--- config.mk ---
export PLATFORM = sky130hd
export DESIGN_NAME = dac_wave_sequencer_flat
export DESIGN_NICKNAME = d
export VERILOG_FILES = /design/src/rtl/wave_gen_pkg.sv /design/src/rtl/dac_wave_sequencer_if.sv /design/src/rtl/dac_amp_scaler.sv /design/src/rtl/dac_wave_sequencer.sv /design/src/flat_wrapper.sv
export SDC_FILE = /design/constraint.sdc
export NUM_CORES = 1
export LEC_CHECK = 0
export ABC_AREA = 1
export BUFFER_PORTS_ARGS = -buffer_cell sky130_fd_sc_hd__buf_2
export CORE_UTILIZATION = 60
export CTS_CLUSTER_SIZE = 10
export DETAILED_ROUTE_END_ITERATION = 6
export HOLD_SLACK_MARGIN = 0.12
export PLACE_DENSITY = 0.87
export SETUP_SLACK_MARGIN = 0.1
export SYNTH_ARGS = -nofsm -noshare
export SYNTH_HDL_FRONTEND = slang
export SYNTH_SLANG_ARGS = --single-unit
--- constraint.sdc ---
create_clock -name clk_5M -period 8.7 [get_ports clk_5M]
set_input_delay 0.435 -clock clk_5M [delete_from_list [all_inputs] [get_ports clk_5M]]
set_output_delay 0.435 -clock clk_5M [all_outputs]
set_load 0.01 [all_outputs]
--- src/rtl/wave_gen_pkg.sv ---
// Shared FSM states, wave_sel codes and width defaults for the DAC waveform sequencer.
package wave_gen_pkg;

  localparam int ADDR_W_DEFAULT = 12;
  localparam int DATA_W_DEFAULT = 8;

  typedef enum logic [2:0] {
    IDLE,
    FETCH,
    WAIT,
    SETUP,
    STROBE,
    HOLD
  } state_e;

  typedef enum logic [1:0] {
    WAVE_ROM0 = 2'b00,
    WAVE_ROM1 = 2'b01,
    WAVE_ZERO = 2'b10,
    WAVE_ROM2 = 2'b11
  } wave_sel_e;

endpackage

--- src/rtl/dac_wave_sequencer_if.sv ---
// DAC write bus: active-low chip-select and write strobe, channel select and data.
interface dac_wave_sequencer_if #(
  parameter int DATA_W = wave_gen_pkg::DATA_W_DEFAULT
) ();

  logic              DAC_CS;
  logic              DAC_WR;
  logic              DACAB;
  logic [DATA_W-1:0] DAC_DATA;

  modport master (output DAC_CS, DAC_WR, DACAB, DAC_DATA);
  modport slave  (input  DAC_CS, DAC_WR, DACAB, DAC_DATA);

endinterface

--- src/rtl/dac_amp_scaler.sv ---
// Combinational amplitude scaler: scaled = data * (amp + 1) / 16, so amp = 15 is unity gain.
module dac_amp_scaler
  import wave_gen_pkg::*;
#(
  parameter int DATA_W = DATA_W_DEFAULT
) (
  input  logic [DATA_W-1:0] data_i,
  input  logic [3:0]        amp_i,
  output logic [DATA_W-1:0] scaled_o
);

  logic [4:0]        gain;
  logic [DATA_W+3:0] product;

  assign gain = {1'b0, amp_i} + 5'd1;

  // Largest product is (2^DATA_W - 1) * 16, so DATA_W + 4 bits cannot overflow.
  assign product  = (DATA_W+4)'(data_i) * (DATA_W+4)'(gain);
  assign scaled_o = DATA_W'(product >> 4);

endmodule

--- src/rtl/dac_wave_sequencer.sv ---
// Fetches ROM samples, scales them by amp and writes them to the DAC with SETUP/STROBE/HOLD.
// Define DAC_DUAL_CH_EN to follow each channel-A write with an inverted channel-B write.
module dac_wave_sequencer
  import wave_gen_pkg::*;
#(
  parameter int ADDR_W  = ADDR_W_DEFAULT,
  parameter int DATA_W  = DATA_W_DEFAULT,
  parameter int ROM_LAT = 1
) (
  input  logic                 clk_5M,
  input  logic                 rst_n,
  input  logic                 enable,
  input  logic [1:0]           wave_sel,
  input  logic [3:0]           freq_step,
  input  logic [3:0]           amp,
  input  logic [DATA_W-1:0]    rom_data0,
  input  logic [DATA_W-1:0]    rom_data1,
  input  logic [DATA_W-1:0]    rom_data2,
  output logic [ADDR_W-1:0]    rom_addr,
  output logic                 busy,
  output logic                 sample_tick,
  dac_wave_sequencer_if.master dac
);

  localparam logic [1:0] LAST_WAIT = 2'(ROM_LAT - 1);

  state_e            state_q, state_d;
  logic [ADDR_W-1:0] romAddr_q, romAddr_d;
  logic [1:0]        waitCnt_q, waitCnt_d;
  logic [1:0]        sel_q, sel_d;
  logic [3:0]        step_q, step_d;
  logic [3:0]        amp_q, amp_d;
  logic [DATA_W-1:0] dacData_q, dacData_d;
  logic [DATA_W-1:0] selData;
  logic [DATA_W-1:0] scaledData;
  logic              lastHold;
  logic              dacCs;
  logic              dacWr;

`ifdef DAC_DUAL_CH_EN
  logic chanB_q, chanB_d;
  logic dacAb_q, dacAb_d;

  assign lastHold = chanB_q;
`else
  assign lastHold = 1'b1;
`endif

  always_ff @(posedge clk_5M) begin
    if (!rst_n) begin
      state_q   <= IDLE;
      romAddr_q <= '0;
      waitCnt_q <= '0;
      sel_q     <= '0;
      step_q    <= '0;
      amp_q     <= '0;
      dacData_q <= '0;
`ifdef DAC_DUAL_CH_EN
      chanB_q   <= 1'b0;
      dacAb_q   <= 1'b0;
`endif
    end else begin
      state_q   <= state_d;
      romAddr_q <= romAddr_d;
      waitCnt_q <= waitCnt_d;
      sel_q     <= sel_d;
      step_q    <= step_d;
      amp_q     <= amp_d;
      dacData_q <= dacData_d;
`ifdef DAC_DUAL_CH_EN
      chanB_q   <= chanB_d;
      dacAb_q   <= dacAb_d;
`endif
    end
  end

  always_comb begin
    selData = '0;
    case (sel_q)
      WAVE_ROM0: selData = rom_data0;
      WAVE_ROM1: selData = rom_data1;
      WAVE_ROM2: selData = rom_data2;
      default:   selData = '0;
    endcase
  end

  dac_amp_scaler #(
    .DATA_W (DATA_W)
  ) uScaler (
    .data_i   (selData),
    .amp_i    (amp_q),
    .scaled_o (scaledData)
  );

  // Sample controls are captured once in FETCH so mid-sample input changes wait for the next sample.
  always_comb begin
    state_d   = state_q;
    romAddr_d = romAddr_q;
    waitCnt_d = waitCnt_q;
    sel_d     = sel_q;
    step_d    = step_q;
    amp_d     = amp_q;
    dacData_d = dacData_q;
`ifdef DAC_DUAL_CH_EN
    chanB_d   = chanB_q;
    dacAb_d   = dacAb_q;
`endif
    case (state_q)
      IDLE: begin
        if (enable) state_d = FETCH;
      end
      FETCH: begin
        sel_d     = wave_sel;
        step_d    = freq_step;
        amp_d     = amp;
        waitCnt_d = '0;
        state_d   = WAIT;
      end
      WAIT: begin
        if (waitCnt_q == LAST_WAIT) begin
          dacData_d = scaledData;
          state_d   = SETUP;
`ifdef DAC_DUAL_CH_EN
          chanB_d   = 1'b0;
          dacAb_d   = 1'b0;
`endif
        end else begin
          waitCnt_d = waitCnt_q + 2'd1;
        end
      end
      SETUP:  state_d = STROBE;
      STROBE: state_d = HOLD;
      HOLD: begin
        if (lastHold) begin
          romAddr_d = romAddr_q + ADDR_W'(step_q);
          state_d   = enable ? FETCH : IDLE;
        end
`ifdef DAC_DUAL_CH_EN
        else begin
          chanB_d   = 1'b1;
          dacAb_d   = 1'b1;
          dacData_d = ~dacData_q;
          state_d   = SETUP;
        end
`endif
      end
      default: state_d = IDLE;
    endcase
  end

  always_comb begin
    dacCs       = 1'b1;
    dacWr       = 1'b1;
    busy        = 1'b1;
    sample_tick = 1'b0;
    case (state_q)
      IDLE:   busy = 1'b0;
      SETUP:  dacCs = 1'b0;
      STROBE: begin
        dacCs = 1'b0;
        dacWr = 1'b0;
      end
      HOLD: begin
        dacCs       = 1'b0;
        sample_tick = lastHold;
      end
      default: ;
    endcase
  end

  assign rom_addr     = romAddr_q;
  assign dac.DAC_CS   = dacCs;
  assign dac.DAC_WR   = dacWr;
  assign dac.DAC_DATA = dacData_q;
`ifdef DAC_DUAL_CH_EN
  assign dac.DACAB    = dacAb_q;
`else
  assign dac.DACAB    = 1'b0;
`endif

endmodule

--- src/flat_wrapper.sv ---
// flat-port wrapper written by rule: the top's interface ports become plain ports
module dac_wave_sequencer_flat import wave_gen_pkg::*;
#(
  parameter int ADDR_W  = ADDR_W_DEFAULT,
  parameter int DATA_W  = DATA_W_DEFAULT,
  parameter int ROM_LAT = 1
)
  (clk_5M, rst_n, enable, wave_sel, freq_step, amp, rom_data0, rom_data1, rom_data2, rom_addr, busy, sample_tick, dac_DAC_CS, dac_DAC_WR, dac_DACAB, dac_DAC_DATA);
  dac_wave_sequencer_if #(.DATA_W(DATA_W)) dac_i ();
  input  logic clk_5M;
  input  logic rst_n;
  input  logic enable;
  input  logic [1:0] wave_sel;
  input  logic [3:0] freq_step;
  input  logic [3:0] amp;
  input  logic [DATA_W-1:0] rom_data0;
  input  logic [DATA_W-1:0] rom_data1;
  input  logic [DATA_W-1:0] rom_data2;
  output logic [ADDR_W-1:0] rom_addr;
  output logic busy;
  output logic sample_tick;
  output wire logic [$bits(dac_i.DAC_CS)-1:0] dac_DAC_CS;
  output wire logic [$bits(dac_i.DAC_WR)-1:0] dac_DAC_WR;
  output wire logic [$bits(dac_i.DACAB)-1:0] dac_DACAB;
  output wire logic [$bits(dac_i.DAC_DATA)-1:0] dac_DAC_DATA;
  assign dac_DAC_CS = dac_i.DAC_CS;
  assign dac_DAC_WR = dac_i.DAC_WR;
  assign dac_DACAB = dac_i.DACAB;
  assign dac_DAC_DATA = dac_i.DAC_DATA;
  dac_wave_sequencer #(.ADDR_W(ADDR_W), .DATA_W(DATA_W), .ROM_LAT(ROM_LAT)) u_core (.clk_5M(clk_5M), .rst_n(rst_n), .enable(enable), .wave_sel(wave_sel), .freq_step(freq_step), .amp(amp), .rom_data0(rom_data0), .rom_data1(rom_data1), .rom_data2(rom_data2), .rom_addr(rom_addr), .busy(busy), .sample_tick(sample_tick), .dac(dac_i));
endmodule
==> summary.txt, run 1 <==
Critical path
  • CP max stage cell: fa_1
  • R2R Path Start: u_core.amp_q[2]$_SDFFE_PN0P_
  • Register-to-register path setup slack: roughly 4400 ps
  • CP Cell Sequence: nand3_1, xor2_1, inv_1, a31oi_1, fa_1, fa_1, inv_1, fa_1, inv_1, ha_1, a21oi_1, o21bai_1, a21oi_1, nand2_1, nand2_1, nand3_1, nand2_1, inv_1
  • Worst Setup SP: u_core.amp_q[2]$_SDFFE_PN0P_
  • CP Max Fanout: 5
  • Crit path DAT: 4540 ps
  • FF-to-FF End: u_core.dac.DAC_DATA[6]$_SDFFE_PN0P_
  • CP Class: flip-flop to flip-flop
  • Data required, critical path: approximately 9000 ps
  • Critical Path End Type: flip-flop
  • Reg2Reg Depth: 18
  • Worst path max stage delay: approximately 560 ps
  • CP dominant cell by count: inv_1
  • Crit path launch type: flip-flop

Place
  • Detailed placement HPWL: approximately 5100 um
  • RD Place Congestion: between 0.8 and 0.9
  • Cell count after placement: 529
  • Port bufs: 60

Power
  • Int Pwr: 411 uW
  • Switching power: around 350 uW
  • Clock network power share: ~20%
  • Peak VDD IR: 0.000194 V
  • Combinational group share of total power: a little over half
  • LEAKAGE: 1.82 nW
  • Sequential share of power: 27.0%
  • PD cells: about 220 mW/mm2
  • Sw frac: between 40% and 50%

CTS
  • Clock slew at reported path FFs: approximately 80 ps
  • CTS sink count: 35
  • Root Buffer: clkbuf_8
  • Post-CTS setup buffer count: 0
  • PostCTS Resize Cnt: 0
  • Hold-fix buffers, CTS: 0
  • Inserted Clock Buffers: 5
  • Clk_lat worst skew: 290 ps
  • CTS tree: built
  • CTS H-Tree Depth: 2
  • Max clock buf depth: 2

Yosys
  • Post-Synthesis Cells: 409
  • Sequential cell area fraction in the yosys report: between 20% and 30%
  • Post-synth cell types: 34
  • Ys Warns: 0
  • Synthesized Nets: ~500
  • Mapped Area: 0.00294 mm2
  • Syn_area_per_cell: 7.18 um2
  • Seq cells post-synth: 35

Drt
  • M1 wire length: between 2000 and 3000 um
  • Post-route ant nets: 0
  • DR top layer: met4
  • Via density: approximately 5.2
  • DR iter-0 viols: between 200 and 250
  • Drt total wl: roughly 6700 um
  • Wirelength per Cell: ~12 um
  • Met2 wire length: ~3400 um
  • Detailed-route DRC error count: 0
  • DR WL met3: ~350 um
  • Initial DRT Pass Iterations: 4
  • Via count: about 2800

Final layout
  • Area growth syn-to-layout: 15.0%
  • Nets: 547
  • Fillcell total: around 400
  • N_diodes: 0
  • Non-filler cells, final: between 500 and 600
  • Fraction of layout instances using a drive strength above 1: around 19%

Global route
  • Global-route wire length before repair: about 11000 um
  • Gr ovfl total: 0
  • All-Layer GR Usage: 28.3%
  • Initial antenna violation count: 0
  • Number of global-route vias before repair: about 2800
  • Largest net degree at the start of global routing: 26

Timing
  • Max Slew Vio Count: 0
  • WHS: 416 ps
  • Final cycle utilization of the critical path: around 50%
  • Tmin final: around 4300 ps
  • Maximum clock rate: about 0.23 GHz
  • Setup TNS: 0 ps
  • Final hold vios: 0
  • Skew final: about 7.9 ps
  • Max_slew headroom: between 40% and 50%
  • Worst Max-Slew Pin Slew: 776 ps
  • # setup viols final: 0
  • RSZ-0062 raised after global routing: false

Min path
  • Worst hold endpoint: u_core.step_q[0]$_SDFFE_PN0P_
  • Worst hold path class: input pin to flip-flop
  • Hold depth: 3
  • Hold path start: freq_step[0]

Die
  • Num ports: 62
  • DIE AREA: between 0.005 and 0.006 mm2
  • Die Ht: between 70 and 80 um
  • Die W: between 70 and 80 um
  • Row count: 25
  • Initial core utilization: 62.2%
  • Core box area: between 0.004 and 0.005 mm2

Run
  • Max-Cap Viols: 0

Status
  • Outcome: completed
## critical path, delay by kind of cell (launching register included)
kind | cells | cell delay [ps]
AOI/OAI and AO/OA | 4 | 870
DFF | 1 | 400
and+or+nand+nor | 5 | 440
buffers and inverters | 4 | 300
adders and majority gates | 4 | 1920
xor gates and xnor gates | 1 | 330
## synth_stat cells (all sizes together)
master	instances	area share, %
fa	17	12
bufbuf	1	0.64
a211oi	1	0.26
inv	84	11
o211ai	1	0.26
a31oi	4	0.85
o21ai	23	3.9
dfxtp	35	24
nand3	30	5.6
xnor2	2	0.60
a311oi	1	0.30
o21bai	5	1.3
nor3	4	1.0
conb	1	0.13
nand4	2	0.43
o21a	1	0.26
a21oi	36	6.3
nor2	28	4.2
clkbuf	5	0.98
buf	1	0.26
nor4	1	0.21
xor2	10	3.0
ha	24	10
nand2	90	13
a21o	2	0.55
## metal layers
metal	up-vias	global-route usage, %
li1	1412	-
met1	1285	32.5
met2	75	50.8
met3	24	4.72
met4	0	14.4
met5	-	0
## how the worst max path moves through the flow
stage / to / depth (start not counted) / slack [ps]
after CTS: u_core.dac.DAC_DATA[7]$_SDFFE_PN0P_ / 16 / 4400
after floorplan: u_core.dac.DAC_DATA[7]$_SDFFE_PN0P_ / 16 / 4870
after global routing: u_core.dac.DAC_DATA[6]$_SDFFE_PN0P_ / 18 / 4000
after detailed placement: u_core.dac.DAC_DATA[7]$_SDFFE_PN0P_ / 16 / 4410
after global placement: u_core.dac.DAC_DATA[7]$_SDFFE_PN0P_ / 16 / 4470
final: u_core.dac.DAC_DATA[6]$_SDFFE_PN0P_ / 18 / 4360
## stage by stage
step	cell area (um2)	power [mW]	util, %	worst slack [ps]
6_report	3380	0.757	71.5	4360
5_1_grt	3380	0.828	71.5	4000
4_1_cts	3380	0.757	71.5	4400
3_5_place_dp	3270	0.607	69.1	4410
3_3_place_gp	3270	0.595	69.1	4470
2_1_floorplan	2940	0.512	-	4870
## placed cells by master (no fill, tap or decap), types with 10 or more instances in the layout
master	n
xor2_1	10
ha_1	24
nand3_1	27
fa_1	17
dfxtp_1	35
buf_2	60
inv_1	84
nand2_1	81
nor2_1	25
a21oi_1	35
o21ai_0	23
## logic make-up after synthesis
kind of cell	after synthesis	share of synthesized area (%)
xor+xnor	12	3.58
buf+inv	91	12.6
flops	35	23.9
compound gates	74	13.9
simple gates	155	24.1
other cells	1	0.128
fa+ha+maj	41	21.8
## cell type report
cell class	count	area, um2	area share (%)
sequential	35	701	20.7
clock inverter	3	43.8	1.30
multi-input combinational	283	1870	55.2
clock buffer	5	68.8	2.04
inverter	84	315	9.33
timing repair buffer	60	300	8.89
tap	67	83.8	2.48
## power by group through the flow
| stage | clock network, mW | registers, mW | logic [mW] |
|---|---|---|---|
| finish | 0.148 | 0.205 | 0.404 |
| global route | 0.154 | 0.207 | 0.466 |
| CTS | 0.148 | 0.204 | 0.404 |
| detailed placement | 0 | 0.207 | 0.399 |
| global placement | 0 | 0.206 | 0.389 |
| floorplan | 0 | 0.208 | 0.304 |
## flip-flops by register name, indices dropped and copies added (netlist names)
register	cells
u_core.amp_q	4
u_core.waitCnt_q	2
u_core.step_q	4
u_core.state_q	3
u_core.sel_q	2
u_core.rom_addr	12
u_core.dac.DAC_DATA	8
(Power assumes the default switching activity.)
==> run 2: changes to the inputs <==
Settings changed: ABC_AREA 1 to 0, CORE_UTILIZATION 60 to 56, PLACE_DENSITY 0.87 to 0.81.
Clock period 8.7 ns to 4.06 ns, I/O delays scaled along.
==> summary.txt, run 2 <==
Critical path
  • Crit path DAT: 4250 ps (-290 ps)
  • Worst path max stage delay: 610 ps (+50 ps)
  • Register-to-register path setup slack: 30 ps (-4330 ps)
  • Critical Path End Type: flip-flop
  • CP Class: flip-flop to flip-flop
  • Crit path launch type: flip-flop
  • R2R Path Start: u_core.sel_q[1]$_SDFFE_PN0P_
  • CP max stage cell: fa_1
  • CP Cell Sequence: buf_12, or3b_4, o21ai_4, nand2_2, fa_1, fa_1, inv_2, fa_2, ha_4, nand2_2, o21ai_2, a22o_1, a21oi_2, mux2_4, o31ai_4
  • CP Max Fanout: 4 (-1)
  • Data required, critical path: 4280 ps (-4620 ps)
  • Worst Setup SP: u_core.sel_q[1]$_SDFFE_PN0P_

Yosys
  • Number of flops mapped to enable cells by yosys: 0 (unchanged)
  • Post-Synthesis Cells: 349 (-15%)
  • Post-synth cell types: 61 (+79%)
  • Post-synthesis mux area share: 7.91% (+7.9 points)
  • Synth Flop Type: dfxtp_1
  • Syn_area_per_cell: 8.75 um2 (+22%)
  • Sequential cell area fraction in the yosys report: 23.0% (-0.91 points)
  • Async SR Flop Fraction: 0% (unchanged)
  • Synthesized Nets: 427 (-12%)
  • Seq cells post-synth: 35 (unchanged)
  • Largest family of logic cells by synthesized area: simple AND/OR/NAND/NOR gates
  • Simple-Gate Fraction of Synth Area: 24.0% (-0.057 points)
  • Xor/xnor share of the synthesized area: 4.59% (+1.0 points)
  • Top cell type's share of synthesized area: 23.0% (-0.91 points)
  • Compound-Gate Fraction of Synth Area: 13.4% (-0.53 points)
  • Synth top area cells: dfxtp_1, fa_1, ha_1, mux2i_1, nand2_1
  • Top cell type by total area after synthesis: dfxtp_1
  • Most frequent cells after synthesis: nand2_1, dfxtp_1, inv_1, ha_1, and2_1
  • Mapped Area: 0.00305 mm2 (+4.0%)
  • Top-count cell post-synth: nand2_1
  • Ys Warns: 0 (unchanged)
  • Synth Area in Adders: 21.0% (-0.83 points)

Final layout
  • Most frequent cells in the layout: buf_2, nand2_1, dfxtp_1
  • Max FFs per register: 12 (unchanged)
  • Nets: 510 (-6.8%)
  • N_diodes: 0 (unchanged)
  • Area growth syn-to-layout: 29.5%
  • Final core area utilization: 76.4% (+4.9 points)
  • Fraction of layout instances using a drive strength above 1: 34.4% (+16 points)
  • Commonest non-fill, non-tap cell in the layout: buf_2

Global route
  • Number of global-route vias before repair: 2634 (-4.9%)
  • All-Layer GR Usage: 26.4% (-1.9 points)
  • Initial antenna violation count: 0 (unchanged)
  • Gr ovfl total: 0 (unchanged)
  • Largest net degree at the start of global routing: 46 (+77%)
  • Global-route wire length before repair: 11500 um (+0.54%)

Drt
  • Detailed-route DRC error count: 0 (unchanged)
  • Drt total wl: 7200 um (+7.3%)
  • Initial DRT Pass Iterations: 4 (unchanged)
  • Via count: 2740 (-2.0%)
  • DR iter-0 viols: 124 (-41%)
  • Post-route ant nets: 0 (unchanged)
  • Wirelength per Cell: 14.3 um (+15%)
  • Via density: 5.45 (+4.6%)

Timing
  • Worst Max-Slew Pin Slew: 666 ps (-110 ps)
  • Max_slew headroom: 55.6% (+7.6 points)
  • RSZ-0062 raised after global routing: true
  • Tmin final: 4030 ps (-308 ps)
  • Final cycle utilization of the critical path: 99.3% (+49 points)
  • Skew final: 11.9 ps (+4.00 ps)
  • Maximum clock rate: 0.248 GHz (+7.6%)
  • Final hold vios: 0 (unchanged)
  • # setup viols final: 0 (unchanged)
  • Max Slew Vio Count: 0 (unchanged)

Min path
  • Worst hold path class: input pin to flip-flop
  • Hold path start: amp[0]

CTS
  • Clock slew at reported path FFs: 80 ps (about the same)
  • CTS H-Tree Depth: 2 (unchanged)
  • Root Buffer: clkbuf_8
  • Inserted Clock Buffers: 5 (unchanged)
  • CTS sink count: 35 (unchanged)
  • CTS tree: built
  • Clk_lat worst skew: 300 ps (about the same)
  • Hold-fix buffers, CTS: 0 (unchanged)
  • Max clock buf depth: 2 (unchanged)

Power
  • Peak VDD IR: 0.000220 V (+13%)
  • LEAKAGE: 1.87 nW (+2.9%)
  • PD cells: 356 mW/mm2 (+59%)
  • Total power: 1.41 mW (+86%)

Run
  • Max-Cap Viols: 0 (unchanged)

Die
  • Num ports: 62 (unchanged)
  • Core box area: 0.00517 mm2 (+9.5%)
  • DIE AREA: 0.00575 mm2 (+11%)
  • Die W: 75.8 um (+5.4%)
  • Die Ht: 75.8 um (+5.4%)
  • Initial core utilization: 59.0% (-3.1 points)
  • Row count: 26 (+4.0%)

Status
  • Outcome: completed

Place
  • Detailed placement HPWL: 5150 um (+0.15%)
  • RD Place Congestion: 0.849 (-0.85%)
  • Port bufs: 60 (unchanged)
[run 2: logic make-up (layout without fill, tap and decap cells)]
logic type / count (synthesis) / after routing
fa+ha+maj: 41 / 41
other cells: 1 / 1
xor+xnor: 16 / 16
mux: 23 / 23
buf+inv: 45 / 129
flops: 35 / 35
simple gates: 131 / 131
compound gates: 57 / 57
[run 2: final timing paths]
check                                                      endpoint  depth (start not counted)
worst max-delay path            u_core.dac.DAC_DATA[7]$_SDFFE_PN0P_                         15
worst min-delay path                   u_core.amp_q[0]$_SDFFE_PN0P_                          3
worst max register to register  u_core.dac.DAC_DATA[7]$_SDFFE_PN0P_                         15
worst min register to register      u_core.rom_addr[0]$_SDFFE_PN0P_                          2
[run 2: stage by stage]
stage / setup slack [ps] / setup TNS, ps / hold WS (ps) / area [um2] / instances
floorplan: 105 / 0 / 363 / 3180 / 349
global placement: 37.2 / 0 / 452 / 3640 / 486
detailed placement: -71.7 / -93.9 / 465 / 3640 / 486
CTS: 42.0 / 0 / 166 / 3850 / 498
global route: -125 / -386 / 169 / 3950 / 503
finish: 29.4 / 0 / 167 / 3950 / 503
[run 2: report_power, final]
group	switching [mW]	internal, mW
clock	0.139	0.183
combinational	0.348	0.330
sequential	0.0358	0.371
total	0.522	0.885
[run 2: cell type report]
cell class	instances	area, um2
clock inverter	3	43.8
tap	70	87.6
inverter	32	120
multi-input combinational	269	2380
fill	375	1220
sequential	35	711
timing repair buffer	89	538
clock buffer	5	68.8
[run 2: worst max-delay path: cells and delay by family (launching register included)]
kind | cells | cell delay, ps
AO/OA/AOI/OAI | 5 | 660
adder cells (fa/ha/maj) | 4 | 1910
buffers and inverters | 2 | 190
flip-flops | 1 | 370
multiplexers | 1 | 320
AND/OR/NAND/NOR | 3 | 510
[run 2: what timing repair did]
action / 4_1_cts / 5_1_grt
setup buffers: 4 / 5
setup endpoints to repair: 5 / 6
endpoints found under the hold margin: 0 / 0
pin swaps: 22 / 17
gates resized for setup: 17 / 14
[run 2: layer usage]
layer,global-route usage (%),part of all wire (%)
met5,0,0
met4,8.64,2.9
met3,4.37,2.8
met2,46.8,50
met1,32.6,44
==> run 3: changes to the inputs <==
Settings changed: CORE_UTILIZATION 56 to 35, PLACE_DENSITY 0.81 to default.
==> summary.txt, run 3 (synthesis results as in run 2) <==
Timing
  • Worst Max-Slew Pin Slew: 641 ps (-25.4 ps)
  • Max Slew Vio Count: 0 (unchanged)
  • Tmin final: 3990 ps (-38.0 ps)
  • # setup viols final: 0 (unchanged)
  • RSZ-0062 raised after global routing: true
  • Skew final: 14.8 ps (+2.92 ps)
  • Final hold vios: 0 (unchanged)
  • Final cycle utilization of the critical path: 98.3% (-0.94 points)
  • Max_slew headroom: 57.3% (+1.7 points)
  • Maximum clock rate: 0.250 GHz (+0.95%)

CTS
  • Inserted Clock Buffers: 5 (unchanged)
  • Hold-fix buffers, CTS: 0 (unchanged)
  • Root Buffer: clkbuf_8
  • CTS tree: built
  • CTS sink count: 35 (unchanged)
  • Clock slew at reported path FFs: 80 ps (about the same)
  • CTS H-Tree Depth: 2 (unchanged)
  • Clk_lat worst skew: 290 ps (about the same)
  • Max clock buf depth: 2 (unchanged)

Critical path
  • End of the critical path: u_core.dac.DAC_DATA[7]$_SDFFE_PN0P_
  • Crit path launch type: flip-flop
  • Data required, critical path: 4270 ps (about the same)
  • Crit path DAT: 4210 ps (-40 ps)
  • Register-to-register path setup slack: 70 ps (+40 ps)
  • FF-to-FF End: u_core.dac.DAC_DATA[7]$_SDFFE_PN0P_
  • CP Max Fanout: 6 (+2)
  • CP Class: flip-flop to flip-flop
  • R2R Path Start: u_core.sel_q[1]$_SDFFE_PN0P_
  • Critical Path End Type: flip-flop
  • Reg2Reg Depth: 16 (+1)
  • Worst Setup SP: u_core.sel_q[1]$_SDFFE_PN0P_

Global route
  • Largest net degree at the start of global routing: 46 (unchanged)
  • Number of global-route vias before repair: 2540 (-3.6%)
  • All-Layer GR Usage: 15.9% (-10 points)
  • Initial antenna violation count: 0 (unchanged)
  • Global-route wire length before repair: 11600 um (+0.30%)
  • Gr ovfl total: 0 (unchanged)

Status
  • Outcome: completed

Die
  • DIE AREA: 0.00910 mm2 (+58%)
  • Core box area: 0.00834 mm2 (+61%)
  • Initial core utilization: 36.6% (-22 points)
  • Die W: 95.4 um (+26%)
  • Row count: 33 (+27%)
  • Num ports: 62 (unchanged)
  • Die Ht: 95.4 um (+26%)

Place
  • Placed Area: 0.00374 mm2 (+2.6%)
  • Port bufs: 60 (unchanged)
  • Detailed placement HPWL: 5330 um (+3.5%)
  • RD Place Congestion: 0.784 (-7.6%)

Drt
  • Via density: 4.86 (-11%)
  • DR iter-0 viols: 66 (-47%)
  • Detailed-route DRC error count: 0 (unchanged)
  • Via count: 2649 (-3.3%)
  • Wirelength per Cell: 12.8 um (-10%)
  • Initial DRT Pass Iterations: 4 (unchanged)
  • Post-route ant nets: 0 (unchanged)
  • Drt total wl: 6990 um (-2.9%)

Final layout
  • Nets: 517 (+1.4%)
  • Fraction of layout instances using a drive strength above 1: 35.9% (+1.5 points)
  • Area growth syn-to-layout: 33.1%
  • N_diodes: 0 (unchanged)
  • Most frequent cells in the layout: buf_2, nand2_1, buf_4
  • Finished Cell Area: 0.00406 mm2 (+2.8%)
  • Max FFs per register: 12 (unchanged)
  • Commonest non-fill, non-tap cell in the layout: buf_2

Power
  • PD cells: 346 mW/mm2 (-2.9%)
  • Peak VDD IR: 0.000139 V (-37%)
  • Total power: 1.40 mW (-0.14%)
  • LEAKAGE: 1.91 nW (+1.7%)

Run
  • Max-Cap Viols: 0 (unchanged)

Min path
  • Worst hold path class: input pin to flip-flop
run 3: worst max-delay path: stages, from the launching register on:
cell	delay, ps
dfxtp_4	360
buf_8	140
mux2i_4	260
o21ai_4	80
and2_4	160
fa_1	490
fa_1	510
inv_2	40
fa_1	540
inv_2	50
ha_4	220
a21oi_2	130
o21ai_2	70
a22o_1	210
a21oi_2	130
mux2_4	310
o31ai_2	210
run 3: per-layer routing:
layer	GRT usage, %	routed length, um
met1	20.7	3330
met2	27.7	3400
met3	2.23	199
met4	3.73	61
met5	0	0
run 3: area by class of cell:
cell class                      instances  area (um2)
Timing Repair Buffer                   96         582
Tap cell                              105         131
Fill cell                             806        4280
Multi-Input combinational cell        269        2400
Sequential cell                        35         713
Inverter                               32         120
Clock inverter                          3        43.8
Clock buffer                            5        68.8
run 3: how the worst min path moves through the flow:
stage                                        start                                  end  slack (ps)  cells past startpoint
2_1_floorplan                         freq_step[1]        u_core.step_q[1]$_SDFFE_PN0P_         360                      2
3_3_place_gp      u_core.rom_addr[11]$_SDFFE_PN0P_     u_core.rom_addr[11]$_SDFFE_PN0P_         450                      2
3_5_place_dp   u_core.dac.DAC_DATA[3]$_SDFFE_PN0P_  u_core.dac.DAC_DATA[3]$_SDFFE_PN0P_         460                      2
4_1_cts                               freq_step[3]        u_core.step_q[3]$_SDFFE_PN0P_         170                      3
5_1_grt                                     amp[3]         u_core.amp_q[3]$_SDFFE_PN0P_         180                      3
6_report                              freq_step[3]        u_core.step_q[3]$_SDFFE_PN0P_         170                      3
run 3: repair_timing:
item	in CTS	in global routing
setup buffers	7	2
resized for setup	17	20
pin swaps	20	6
endpoints found under the setup margin	4	4
run 3: through the flow:
step           util [%]  std cells  hold slack [ps]  setup WS, ps  TNS, ps
6_report           48.7        545              174          67.4        0
4_1_cts            47.5        543              173          76.1        0
3_5_place_dp       44.8        528              456         -59.7    -59.7
3_3_place_gp       44.8        528              453         -11.6    -11.6
2_1_floorplan         -        349              363           105        0
5_1_grt            48.7        545              179         -66.2     -157
run 3: where the power goes:
part           switching (mW)  internal (mW)  total (mW)
clock                   0.134          0.183       0.317
sequential             0.0350          0.371       0.407
combinational           0.339          0.342       0.681
